===== config.mk =====
export PLATFORM = sky130hd
export DESIGN_NAME = gdl_trigger_sequencer_flat
export DESIGN_NICKNAME = d
export VERILOG_FILES = /design/src/rtl/gdl_trigger_sequencer_pkg.sv /design/src/rtl/gdl_trigger_sequencer_if.sv /design/src/rtl/gdl_trigger_sequencer_prescaler.sv /design/src/rtl/gdl_trigger_sequencer.sv /design/src/flat_wrapper.sv
export SDC_FILE = /design/constraint.sdc
export NUM_CORES = 1
export LEC_CHECK = 0
export ABC_AREA = 1
export CAP_MARGIN = 10
export CORE_MARGIN = 2
export CORE_UTILIZATION = 35
export CTS_CLUSTER_DIAMETER = 50
export CTS_CLUSTER_SIZE = 28
export DETAILED_ROUTE_END_ITERATION = 8
export GPL_ROUTABILITY_DRIVEN = 0
export GPL_TIMING_DRIVEN = 0
export SLEW_MARGIN = 20
export SYNTH_ARGS = -nofsm -noshare
export SYNTH_HDL_FRONTEND = slang
export SYNTH_SLANG_ARGS = --single-unit

===== constraint.sdc =====
create_clock -name gclk2 -period 4.6 [get_ports gclk2]
set_clock_uncertainty 0.05 [all_clocks]
set_input_delay 0.46 -clock gclk2 [delete_from_list [all_inputs] [get_ports gclk2]]
set_output_delay 0.46 -clock gclk2 [all_outputs]
set_load 0.01 [all_outputs]

===== src/rtl/gdl_trigger_sequencer_pkg.sv =====
// Shared types and constants for the GDL trigger sequencer.
// FTD bit indices name the physics channels feeding the sequencer.
package gdl_pkg;
    localparam int NBIT = 13;

    localparam int ZZX        = 0;
    localparam int FFS        = 1;
    localparam int ZX         = 2;
    localparam int FS         = 3;
    localparam int HIE        = 4;
    localparam int C4         = 5;
    localparam int BHABHA     = 6;
    localparam int BHABHA_TRK = 7;
    localparam int GG         = 8;
    localparam int MU_PAIR    = 9;
    localparam int REVOLUTION = 10;
    localparam int RANDOM     = 11;
    localparam int BG         = 12;

    typedef enum logic [1:0] {
        IDLE,
        REQ,
        DEAD
    } state_t;
endpackage


===== src/rtl/gdl_trigger_sequencer_if.sv =====
// DAQ trigger handshake between the sequencer (master) and DAQ (slave).
// The sequencer holds trg_req, psnm and trg_type until acknowledged.
interface gdl_trigger_sequencer_if;
    import gdl_pkg::*;

    logic            daq_busy;
    logic            trg_req;
    logic            trg_ack;
    logic [3:0]      trg_type;
    logic [NBIT-1:0] psnm;

    modport master (
        input  daq_busy,
        input  trg_ack,
        output trg_req,
        output trg_type,
        output psnm
    );

    modport slave (
        output daq_busy,
        output trg_ack,
        input  trg_req,
        input  trg_type,
        input  psnm
    );
endinterface


===== src/rtl/gdl_trigger_sequencer_prescaler.sv =====
// Per-bit prescaler: fires on every Nth input firing, N=0 disables.
// A config write to this bit reloads N and restarts the count.
module gdl_prescaler #(
    parameter int PSW = 8,
    parameter int AW  = 4,
    parameter int IDX = 0
) (
    input  logic           clk,
    input  logic           rst_n,
    input  logic           ftd,
    input  logic           cfg_we,
    input  logic [AW-1:0]  cfg_addr,
    input  logic [PSW-1:0] cfg_data,
    output logic           hit
);
    logic [PSW-1:0] ps;
    logic [PSW-1:0] cnt;
    logic           sel;
    logic           fire;

    assign sel  = cfg_we && (cfg_addr == AW'(IDX));
    assign fire = ftd && (ps != '0);
    assign hit  = fire && (cnt == ps - PSW'(1));

    always_ff @(posedge clk or negedge rst_n) begin
        if (!rst_n) begin
            ps  <= PSW'(1);
            cnt <= '0;
        end else if (sel) begin
            ps  <= cfg_data;
            cnt <= '0;
        end else if (fire) begin
            cnt <= hit ? '0 : cnt + PSW'(1);
        end
    end
endmodule


===== src/rtl/gdl_trigger_sequencer.sv =====
// GDL final trigger sequencer: prescale FTD bits, issue one L1 request
// at a time to DAQ, enforce deadtime, count issued and lost triggers.
module gdl_trigger_sequencer #(
    parameter int NBIT     = 13,
    parameter int PSW      = 8,
    parameter int AW       = 4,
    parameter int DEADTIME = 4,
    parameter int CNTW     = 32
) (
    input  logic                     gclk2,
    input  logic                     rst_n,
    input  logic [NBIT-1:0]          ftd_in,
    input  logic                     cfg_we,
    input  logic [AW-1:0]            cfg_addr,
    input  logic [PSW-1:0]           cfg_data,
    gdl_trigger_sequencer_if.master  daq,
    output logic [CNTW-1:0]          trg_cnt,
    output logic [15:0]              lost_cnt
);
    import gdl_pkg::*;

    localparam int DW = (DEADTIME > 1) ? $clog2(DEADTIME + 1) : 1;

    state_t          state;
    state_t          state_nx;
    logic [DW-1:0]   dcnt;
    logic [DW-1:0]   dcnt_nx;
    logic [NBIT-1:0] hit;
    logic            any_hit;
    logic            issue;
    logic            ack_ok;
    logic [3:0]      prio;

    for (genvar gi = 0; gi < NBIT; gi++) begin : g_ps
        gdl_prescaler #(
            .PSW (PSW),
            .AW  (AW),
            .IDX (gi)
        ) u_ps (
            .clk      (gclk2),
            .rst_n    (rst_n),
            .ftd      (ftd_in[gi]),
            .cfg_we   (cfg_we),
            .cfg_addr (cfg_addr),
            .cfg_data (cfg_data),
            .hit      (hit[gi])
        );
    end

    assign any_hit = |hit;

    // Scan downward so the lowest set bit is the last to be written.
    always_comb begin
        prio = '0;
        for (int i = NBIT - 1; i >= 0; i--) begin
            if (hit[i]) prio = 4'(i);
        end
    end

    always_comb begin
        state_nx = state;
        dcnt_nx  = dcnt;
        issue    = 1'b0;
        ack_ok   = 1'b0;
        unique case (state)
            IDLE: begin
                if (any_hit && !daq.daq_busy) begin
                    issue    = 1'b1;
                    state_nx = REQ;
                end
            end
            REQ: begin
                if (daq.trg_ack) begin
                    ack_ok = 1'b1;
                    if (DEADTIME == 0) begin
                        state_nx = IDLE;
                    end else begin
                        state_nx = DEAD;
                        dcnt_nx  = DW'(DEADTIME);
                    end
                end
            end
            DEAD: begin
                if (dcnt == DW'(1)) state_nx = IDLE;
                else                dcnt_nx  = dcnt - DW'(1);
            end
            default: state_nx = IDLE;
        endcase
    end

    always_ff @(posedge gclk2 or negedge rst_n) begin
        if (!rst_n) begin
            state        <= IDLE;
            dcnt         <= '0;
            daq.psnm     <= '0;
            daq.trg_type <= '0;
            trg_cnt      <= '0;
            lost_cnt     <= '0;
        end else begin
            state <= state_nx;
            dcnt  <= dcnt_nx;
            if (issue) begin
                daq.psnm     <= hit;
                daq.trg_type <= prio;
            end
            if (ack_ok) trg_cnt <= trg_cnt + CNTW'(1);
            if (any_hit && !issue && lost_cnt != 16'hFFFF)
                lost_cnt <= lost_cnt + 16'd1;
        end
    end

    assign daq.trg_req = (state == REQ);
endmodule

===== src/flat_wrapper.sv =====
// flat-port wrapper written by rule: the top's interface ports become plain ports
module gdl_trigger_sequencer_flat import gdl_pkg::*;
#(
    parameter int NBIT     = 13,
    parameter int PSW      = 8,
    parameter int AW       = 4,
    parameter int DEADTIME = 4,
    parameter int CNTW     = 32
)
  (gclk2, rst_n, ftd_in, cfg_we, cfg_addr, cfg_data, trg_cnt, lost_cnt, daq_daq_busy, daq_trg_ack, daq_trg_req, daq_trg_type, daq_psnm);
  gdl_trigger_sequencer_if daq_i ();
  input  logic gclk2;
  input  logic rst_n;
  input  logic [NBIT-1:0] ftd_in;
  input  logic cfg_we;
  input  logic [AW-1:0] cfg_addr;
  input  logic [PSW-1:0] cfg_data;
  output logic [CNTW-1:0] trg_cnt;
  output logic [15:0] lost_cnt;
  input wire logic [$bits(daq_i.daq_busy)-1:0] daq_daq_busy;
  input wire logic [$bits(daq_i.trg_ack)-1:0] daq_trg_ack;
  output wire logic [$bits(daq_i.trg_req)-1:0] daq_trg_req;
  output wire logic [$bits(daq_i.trg_type)-1:0] daq_trg_type;
  output wire logic [$bits(daq_i.psnm)-1:0] daq_psnm;
  assign daq_i.daq_busy = daq_daq_busy;
  assign daq_i.trg_ack = daq_trg_ack;
  assign daq_trg_req = daq_i.trg_req;
  assign daq_trg_type = daq_i.trg_type;
  assign daq_psnm = daq_i.psnm;
  gdl_trigger_sequencer #(.NBIT(NBIT), .PSW(PSW), .AW(AW), .DEADTIME(DEADTIME), .CNTW(CNTW)) u_core (.gclk2(gclk2), .rst_n(rst_n), .ftd_in(ftd_in), .cfg_we(cfg_we), .cfg_addr(cfg_addr), .cfg_data(cfg_data), .daq(daq_i), .trg_cnt(trg_cnt), .lost_cnt(lost_cnt));
endmodule

* Word-level counts from Yosys, hierarchy flattened
Index checks and enable logic that the tools add are counted.
Storage, ports and cells: register bits after elaboration 278, bits in latches 0, memory bits (writable) 0, ROM bits 0, memories kept 0
Cells by class: $add $sub $neg 29, multipliers 0, divide/modulo/power cells 0, $lt $le $gt $ge 0, equality and inequality tests 33, shift operators 0, muxes and demuxes 63, bitwise gates (word level) 0, reduce and logical (&&, ||, !) cells 76
Operators by type and width (count):
- two-way mux 8 bit | 39
- adder 8 x 1 -> 8 bit, second input constant | 13
- == test 8 bit | 13
- nonzero test 8 bit | 13
- subtractor 8 x 1 -> 8 bit, second input constant | 13
- two-way mux 4 bit | 13
- logical AND 1 bit | 42
- adder 32 x 1 -> 32 bit, second input constant | 1
- nonzero test 2 bit | 14
- == test 4 bit, second input constant | 5
- adder 16 x 1 -> 16 bit, second input constant | 1
- == test 4 x 3 -> 1 bit, second input constant | 4
- inequality test 16 bit, second input constant | 1
- OR reduction 13 bit | 1
- == test 4 x 2 -> 1 bit, second input constant | 2
- two-way mux 2 bit | 3
- two-way mux 3 bit | 2
- one-hot mux 2 bit (3 select lines) | 1
- one-hot mux 3 bit (2 select lines) | 1
- AND reduction 3 bit | 2
- == test 4 x 1 -> 1 bit, second input constant | 1
- zero test 4 bit | 1
- two-way mux 1 bit | 4
- inequality test 2 x 1 -> 1 bit, second input constant | 2
- 7 further kinds | 9

* Depth between registers and ports, before layout
word-level depth 16, depth in mapped cells 23, depth with buffers taken out 23

* Hierarchy
A second synthesis with hierarchy kept.
Unflattened totals: cells, all modules 2703, area total of the unflattened synthesis 18622.9 µm²
By module, submodules not included:
- gdl_prescaler (u_core.g_ps[10].u_ps ...) | times used 5, cells an instance 170, area each 1138.6 µm², sequential area each 401.6 µm²
- gdl_trigger_sequencer | times used 1, cells an instance 497, area each 3836.2 µm², sequential area each 1751.7 µm²
- gdl_prescaler (u_core.g_ps[11].u_ps ...) | times used 2, cells an instance 170, area each 1137.3 µm², sequential area each 401.6 µm²
- gdl_prescaler (u_core.g_ps[4].u_ps ...) | times used 2, cells an instance 169, area each 1134.8 µm², sequential area each 401.6 µm²
- gdl_prescaler (u_core.g_ps[1].u_ps ...) | times used 2, cells an instance 171, area each 1126.1 µm², sequential area each 401.6 µm²
- gdl_prescaler (u_core.g_ps[0].u_ps) | times used 1, cells an instance 171, area each 1173.6 µm², sequential area each 401.6 µm²
- gdl_prescaler (u_core.g_ps[12].u_ps) | times used 1, cells an instance 165, area each 1123.6 µm², sequential area each 401.6 µm²

* Worst setup path after synthesis
No wires, ideal clock.
path kind register to register, start point register u_core.g_ps[6].u_ps.ps[0], end point register u_core.lost_cnt[7], arrival time 2321 ps, required time 4433 ps, slack 2111 ps, stages on the path, launching flop included 16, period minus slack after synthesis 2489 ps, path through dfstp_2 > inv_1 > ha_1 > or2_2 > nand4_1 > nor2_1 > and3_1 > nand2_1 > nand2_1 > nor2_4 > nand3_4 > nand3_4 > nand3_4 > buf_6 > nand2_1 > nand2_1
On the way: longest elaborated chain between the ends 10
RTL lines:
- start: declaration | line gdl_trigger_sequencer_prescaler.sv:16 | logic [PSW-1:0] ps;
- start signal: assignment | line gdl_trigger_sequencer_prescaler.sv:30 | ps <= cfg_data;
- subtractor 8 x 1 -> 8 bit / nonzero test 8 bit (equally long branches) | line gdl_trigger_sequencer_prescaler.sv:23, gdl_trigger_sequencer_prescaler.sv:22
- == test 8 bit / logical AND 1 bit (equally long branches) | line gdl_trigger_sequencer_prescaler.sv:23, gdl_trigger_sequencer_prescaler.sv:22
- logical AND 1 bit (*) | line gdl_trigger_sequencer_prescaler.sv:23 | assign hit = fire && (cnt == ps - PSW'(1));
- OR reduction 13 bit (*) | line gdl_trigger_sequencer.sv:50 | assign any_hit = |hit;
- logical AND 1 bit | line gdl_trigger_sequencer.sv:67 | if (any_hit && !daq.daq_busy) begin
- two-way mux 1 bit | line gdl_trigger_sequencer.sv:67
- two-way mux 1 bit | line gdl_trigger_sequencer.sv:65 | unique case (state)
- zero test 1 bit | line gdl_trigger_sequencer.sv:107 | if (any_hit && !issue && lost_cnt != 16'hFFFF)
- logical AND 1 bit (*) (2 in a row) | line gdl_trigger_sequencer.sv:107
- end signal: assignment | line gdl_trigger_sequencer.sv:108 | lost_cnt <= lost_cnt + 16'd1;
- end: declaration | line gdl_trigger_sequencer.sv:18 | output logic [15:0] lost_cnt
Every way passes the cells marked *; elsewhere a longest branch is shown, timed or not. A chain may end at the register's enable or synchronous reset.

* Worst setup path after layout
start point register u_core.g_ps[11].u_ps.ps[0], end point register u_core.lost_cnt[11]
On the way: longest elaborated chain between the ends 10
RTL lines (line):
- start: declaration | gdl_trigger_sequencer_prescaler.sv:16
- start signal: assignment | gdl_trigger_sequencer_prescaler.sv:30
- subtractor 8 x 1 -> 8 bit / nonzero test 8 bit (equally long branches) | gdl_trigger_sequencer_prescaler.sv:23, gdl_trigger_sequencer_prescaler.sv:22
- == test 8 bit / logical AND 1 bit (equally long branches) | gdl_trigger_sequencer_prescaler.sv:23, gdl_trigger_sequencer_prescaler.sv:22
- logical AND 1 bit (*) | gdl_trigger_sequencer_prescaler.sv:23
- OR reduction 13 bit (*) | gdl_trigger_sequencer.sv:50
- logical AND 1 bit | gdl_trigger_sequencer.sv:67
- two-way mux 1 bit | gdl_trigger_sequencer.sv:67
- two-way mux 1 bit | gdl_trigger_sequencer.sv:65
- zero test 1 bit | gdl_trigger_sequencer.sv:107
- logical AND 1 bit (*) (2 in a row) | gdl_trigger_sequencer.sv:107
Marked as above.

==> results.txt <==
Path type of the worst min-delay path: in -> reg. For this run, the number of Yosys warnings is 0. The first TritonRoute pass finished after 5 iterations. Of all nets on the critical path, the largest fanout is 10. In this run the power density over the cells is 516 nW/um^2. Summed over all cells, the static leakage comes to 8.73 nW. The region available for standard cell placement spans 45400 um^2. The number of global-route vias before repair came out at 13200.

The synthesized design contains 0 enable-type register cells. The slew at the pin with the worst max-slew slack works out to 0.952 ns. After layout, the worst path uses 66.4% of the clock period. For the cell area after synthesis, the log shows 16100 um^2.

TritonCTS built the clock tree. The clock tree root buffer cell is sky130_fd_sc_hd__clkbuf_16. Static timing analysis puts the maximum clock frequency at 0.328 GHz. The analysis attributes to net switching a power of 3.70 mW.

By area the synthesized netlist is led by sky130_fd_sc_hd__dfrtp_1 (41%), sky130_fd_sc_hd__nand2_1 (9.7%), sky130_fd_sc_hd__xor2_1 (8.6%). The biggest area contributor in the post-synthesis netlist is sky130_fd_sc_hd__dfrtp_1. The number of instances on the worst hold path came out at 3. The flow ran to the end, and the final reports show no timing, DRC or antenna violations.

After detailed routing, the number of remaining DRC violations is 0. Entering global routing, the biggest net connects 94 pins. The wire length per cell after detailed routing came out at 14.6 um. The total I/O pin count is 96, and the number of pins exceeding their max-slew limit in the final report is 0.

The share of Yosys cell area claimed by the top area cell type works out to 41.1%. The ratio of routed vias to standard cells is 4.87. The top cell types in the final layout, fill and taps aside, are sky130_fd_sc_hd__nand2_1 (417), sky130_fd_sc_hd__dfrtp_1 (265), sky130_fd_sc_hd__inv_1 (264). The tools report the relative contribution of sequential cells to total power as 37.0%. The worst setup path is of the reg -> reg kind.

Setup violations remaining at the end of the flow were counted as 0. Once the floorplan was initialized, standard cells occupied 35.5% of the core. The share of total power dissipated in combinational logic is 30.8%. The detailed router placed 13400 vias in this run. The total inserted antenna cells was 0; the worst reg2reg path depth was 18.

The endpoint kind of the worst setup timing path was a register. The share of async-settable or async-resettable flops after synthesis was 100%; the worst ir drop on vdd was 0.000310 V. In this run the vertical extent of the chip is 219 um.

The initial antenna violation count was 0; the wire length of the first global-routing pass was 66.7 mm. Synthesis produced 1992 cells. The tools report the worst slew margin relative to its limit as 36.5%. The die is 219 um wide.

The fraction of layout instances using a drive strength above 1 came out at 6.26%. Commonest non-fill, non-tap cell in the layout: sky130_fd_sc_hd__nand2_1. The number of design-rule violations left by the first detailed-router iteration is 891.

The longest clock path from root to sink contains 3 buffers. Clock tree synthesis found a total of 278 sinks. The fraction of power spent switching nets was 37.2%. When the netlist entered floorplanning its net count stood at 2064.

The post-route setup TNS is 0 ns, and the max-capacitance violation count is 0. Global routing used 17.2% of the available tracks. After layout, the minimum clock period comes to 3.05 ns. Cells fill 42.5% of the core in the end. The arrival time at the worst endpoint is 3.44 ns, and the layout-stage area growth over the synthesis result is 19.7%. Setup repair after global routing left no endpoint under its margin. In the synthesized netlist the dominant register cell turns out to be sky130_fd_sc_hd__dfrtp_1. STA puts the critical path data required time at 4.98 ns. The design internal power is 6.25 mW. The H-tree generated during clock tree synthesis spans 2 levels.

The worst setup path is launched from a register. The source-to-sink clock delay at the later pin of the worst-skew pair came out at 0.56 ns. Input and output buffers added on the ports amount to 92. The per-instance average area after synthesis is 8.09 um^2, and the overall overflow remaining after global route is 0.

The initialized floorplan defines 78 standard-cell rows. Of the synthesized area, sequential elements account for 43.2%. The tools report the net count reported at finish as 2202.

Clock tree synthesis inserted a total of 40 buffers. The total of flip-flops plus latches after synthesis came out at 278. The floorplan step defined a die boundary enclosing 47800 um^2. On the final layout, the worst hold slack is 0.289 ns. After clock tree synthesis, the clock-pin slew on the worst setup and hold paths is 0.08 ns.

The number of different library cells used by synthesis comes to 47. The HPWL after detailed placement is 29.7 mm. The number of hold violations in the final report is 0. In this run the remaining antenna-violating nets after routing total 0. The clock network is responsible for 32.2% of the overall power. The routed design has 40.2 mm of wire.
## sequential cells by signal, summed over array words and instances, names as in the netlist
signal / flops
u_core.daq.psnm: 13
u_core.daq.trg_type: 4
u_core.dcnt: 3
u_core.g_ps.u_ps.cnt: 104
u_core.g_ps.u_ps.ps: 104
u_core.lost_cnt: 16
u_core.state: 2
u_core.trg_cnt: 32
## final cells by class
type                       count  area (um^2)
clock buffer                  45         1070
buffer                        28          130
multi-input combinational   1413         8000
timing repair buffer          96         1020
fill                        4458        26100
sequential                   278         6970
inverter                     273         1020
clock inverter                25          339
tap                          600          751
## worst max-delay path, stage by stage (launching register included)
cell,delay (ns)
sky130_fd_sc_hd__dfstp_2,0.55
sky130_fd_sc_hd__inv_1,0.08
sky130_fd_sc_hd__ha_1,0.31
sky130_fd_sc_hd__inv_1,0.04
sky130_fd_sc_hd__nand2_1,0.05
sky130_fd_sc_hd__nand2_1,0.04
sky130_fd_sc_hd__nor2_1,0.16
sky130_fd_sc_hd__nand2_1,0.08
sky130_fd_sc_hd__nor2_1,0.08
sky130_fd_sc_hd__nand3_1,0.08
sky130_fd_sc_hd__nor2_1,0.32
sky130_fd_sc_hd__inv_1,0.14
sky130_fd_sc_hd__nand3_1,0.13
sky130_fd_sc_hd__nor2_1,0.08
sky130_fd_sc_hd__nand3_4,0.18
sky130_fd_sc_hd__nand3_4,0.18
sky130_fd_sc_hd__buf_4,0.23
sky130_fd_sc_hd__nand4_1,0.09
sky130_fd_sc_hd__nand2_1,0.07
## routing by layer
metal,vias to the layer above,wire length (um),global-route usage [%],part of all wire [%]
li1,6751,-,-,-
met1,6364,18700,23.4,46
met2,231,18500,27.5,46
met3,82,1740,2.78,4.3
met4,0,1280,6.67,3.2
met5,-,0,0,0
## timing repair
item,in CTS,in global routing
setup buffers,0,0
resized for setup,0,0
hold buffers,1,0
hold endpoints to repair,46,0
## final timing paths
kind	to	startpoint	slack (ns)
max	u_core.lost_cnt[11]	u_core.g_ps[11].u_ps.ps[0]	1.55
min	u_core.g_ps[7].u_ps.ps[3]	cfg_data[3]	0.29
max reg2reg	u_core.lost_cnt[11]	u_core.g_ps[11].u_ps.ps[0]	1.55
min reg2reg	u_core.trg_cnt[31]	u_core.trg_cnt[31]	0.45
max in group asynchronous	u_core.trg_cnt[21]	rst_n	2.60
min in group asynchronous	u_core.g_ps[0].u_ps.cnt[4]	rst_n	0.37
## synthesized netlist by cell type, types with 3 or more instances
library cell,instances
sky130_fd_sc_hd__nand2_1,417
sky130_fd_sc_hd__dfrtp_1,265
sky130_fd_sc_hd__inv_1,264
sky130_fd_sc_hd__xor2_1,159
sky130_fd_sc_hd__nor2_1,156
sky130_fd_sc_hd__o21ai_0,135
sky130_fd_sc_hd__nand3_1,119
sky130_fd_sc_hd__xnor2_1,90
sky130_fd_sc_hd__o22ai_1,69
sky130_fd_sc_hd__nor3_1,56
sky130_fd_sc_hd__nand4_1,44
sky130_fd_sc_hd__ha_1,42
sky130_fd_sc_hd__a21oi_1,23
sky130_fd_sc_hd__o21ai_1,20
sky130_fd_sc_hd__clkbuf_1,19
sky130_fd_sc_hd__dfstp_2,13
sky130_fd_sc_hd__nor4_1,12
sky130_fd_sc_hd__inv_2,9
sky130_fd_sc_hd__nor3_2,9
sky130_fd_sc_hd__and2_1,8
sky130_fd_sc_hd__nand3b_1,7
sky130_fd_sc_hd__nor2_2,4
sky130_fd_sc_hd__nor3b_1,4
sky130_fd_sc_hd__or2_2,4
sky130_fd_sc_hd__buf_2,3
sky130_fd_sc_hd__buf_4,3
sky130_fd_sc_hd__nand3_4,3
sky130_fd_sc_hd__o211ai_1,3
sky130_fd_sc_hd__o21ai_2,3
sky130_fd_sc_hd__or2_1,3
## power by group through the flow
stage	sequential, mW	combinational, mW	clock (mW)
2_1_floorplan	3.57	2.40	0
3_3_place_gp	3.71	2.95	0
3_5_place_dp	3.72	3.06	0
4_1_cts	3.68	3.08	3.30
5_1_grt	3.78	3.52	3.41
6_report	3.69	3.06	3.21
## through the flow
| stage | cells | worst slack, ns | area (um^2) | total power [mW] |
|---|---|---|---|---|
| 2_1_floorplan | 1992 | 2.11 | 16100 | 5.97 |
| 3_3_place_gp | 2684 | -9.31 | 17800 | 6.65 |
| 3_5_place_dp | 2687 | 1.52 | 17900 | 6.78 |
| 4_1_cts | 2758 | 1.49 | 19300 | 10.1 |
| 5_1_grt | 2758 | 1.20 | 19300 | 10.7 |
| 6_report | 2758 | 1.55 | 19300 | 9.96 |
## logic make-up after synthesis
logic type | synth area share (%)
compound gates | 8.99
xor+xnor | 13.5
fa+ha+maj | 3.26
buf+inv | 7.16
flops | 43.2
mux | 0.0621
simple gates | 23.8
Note: power is estimated with default switching activity, not from simulation.
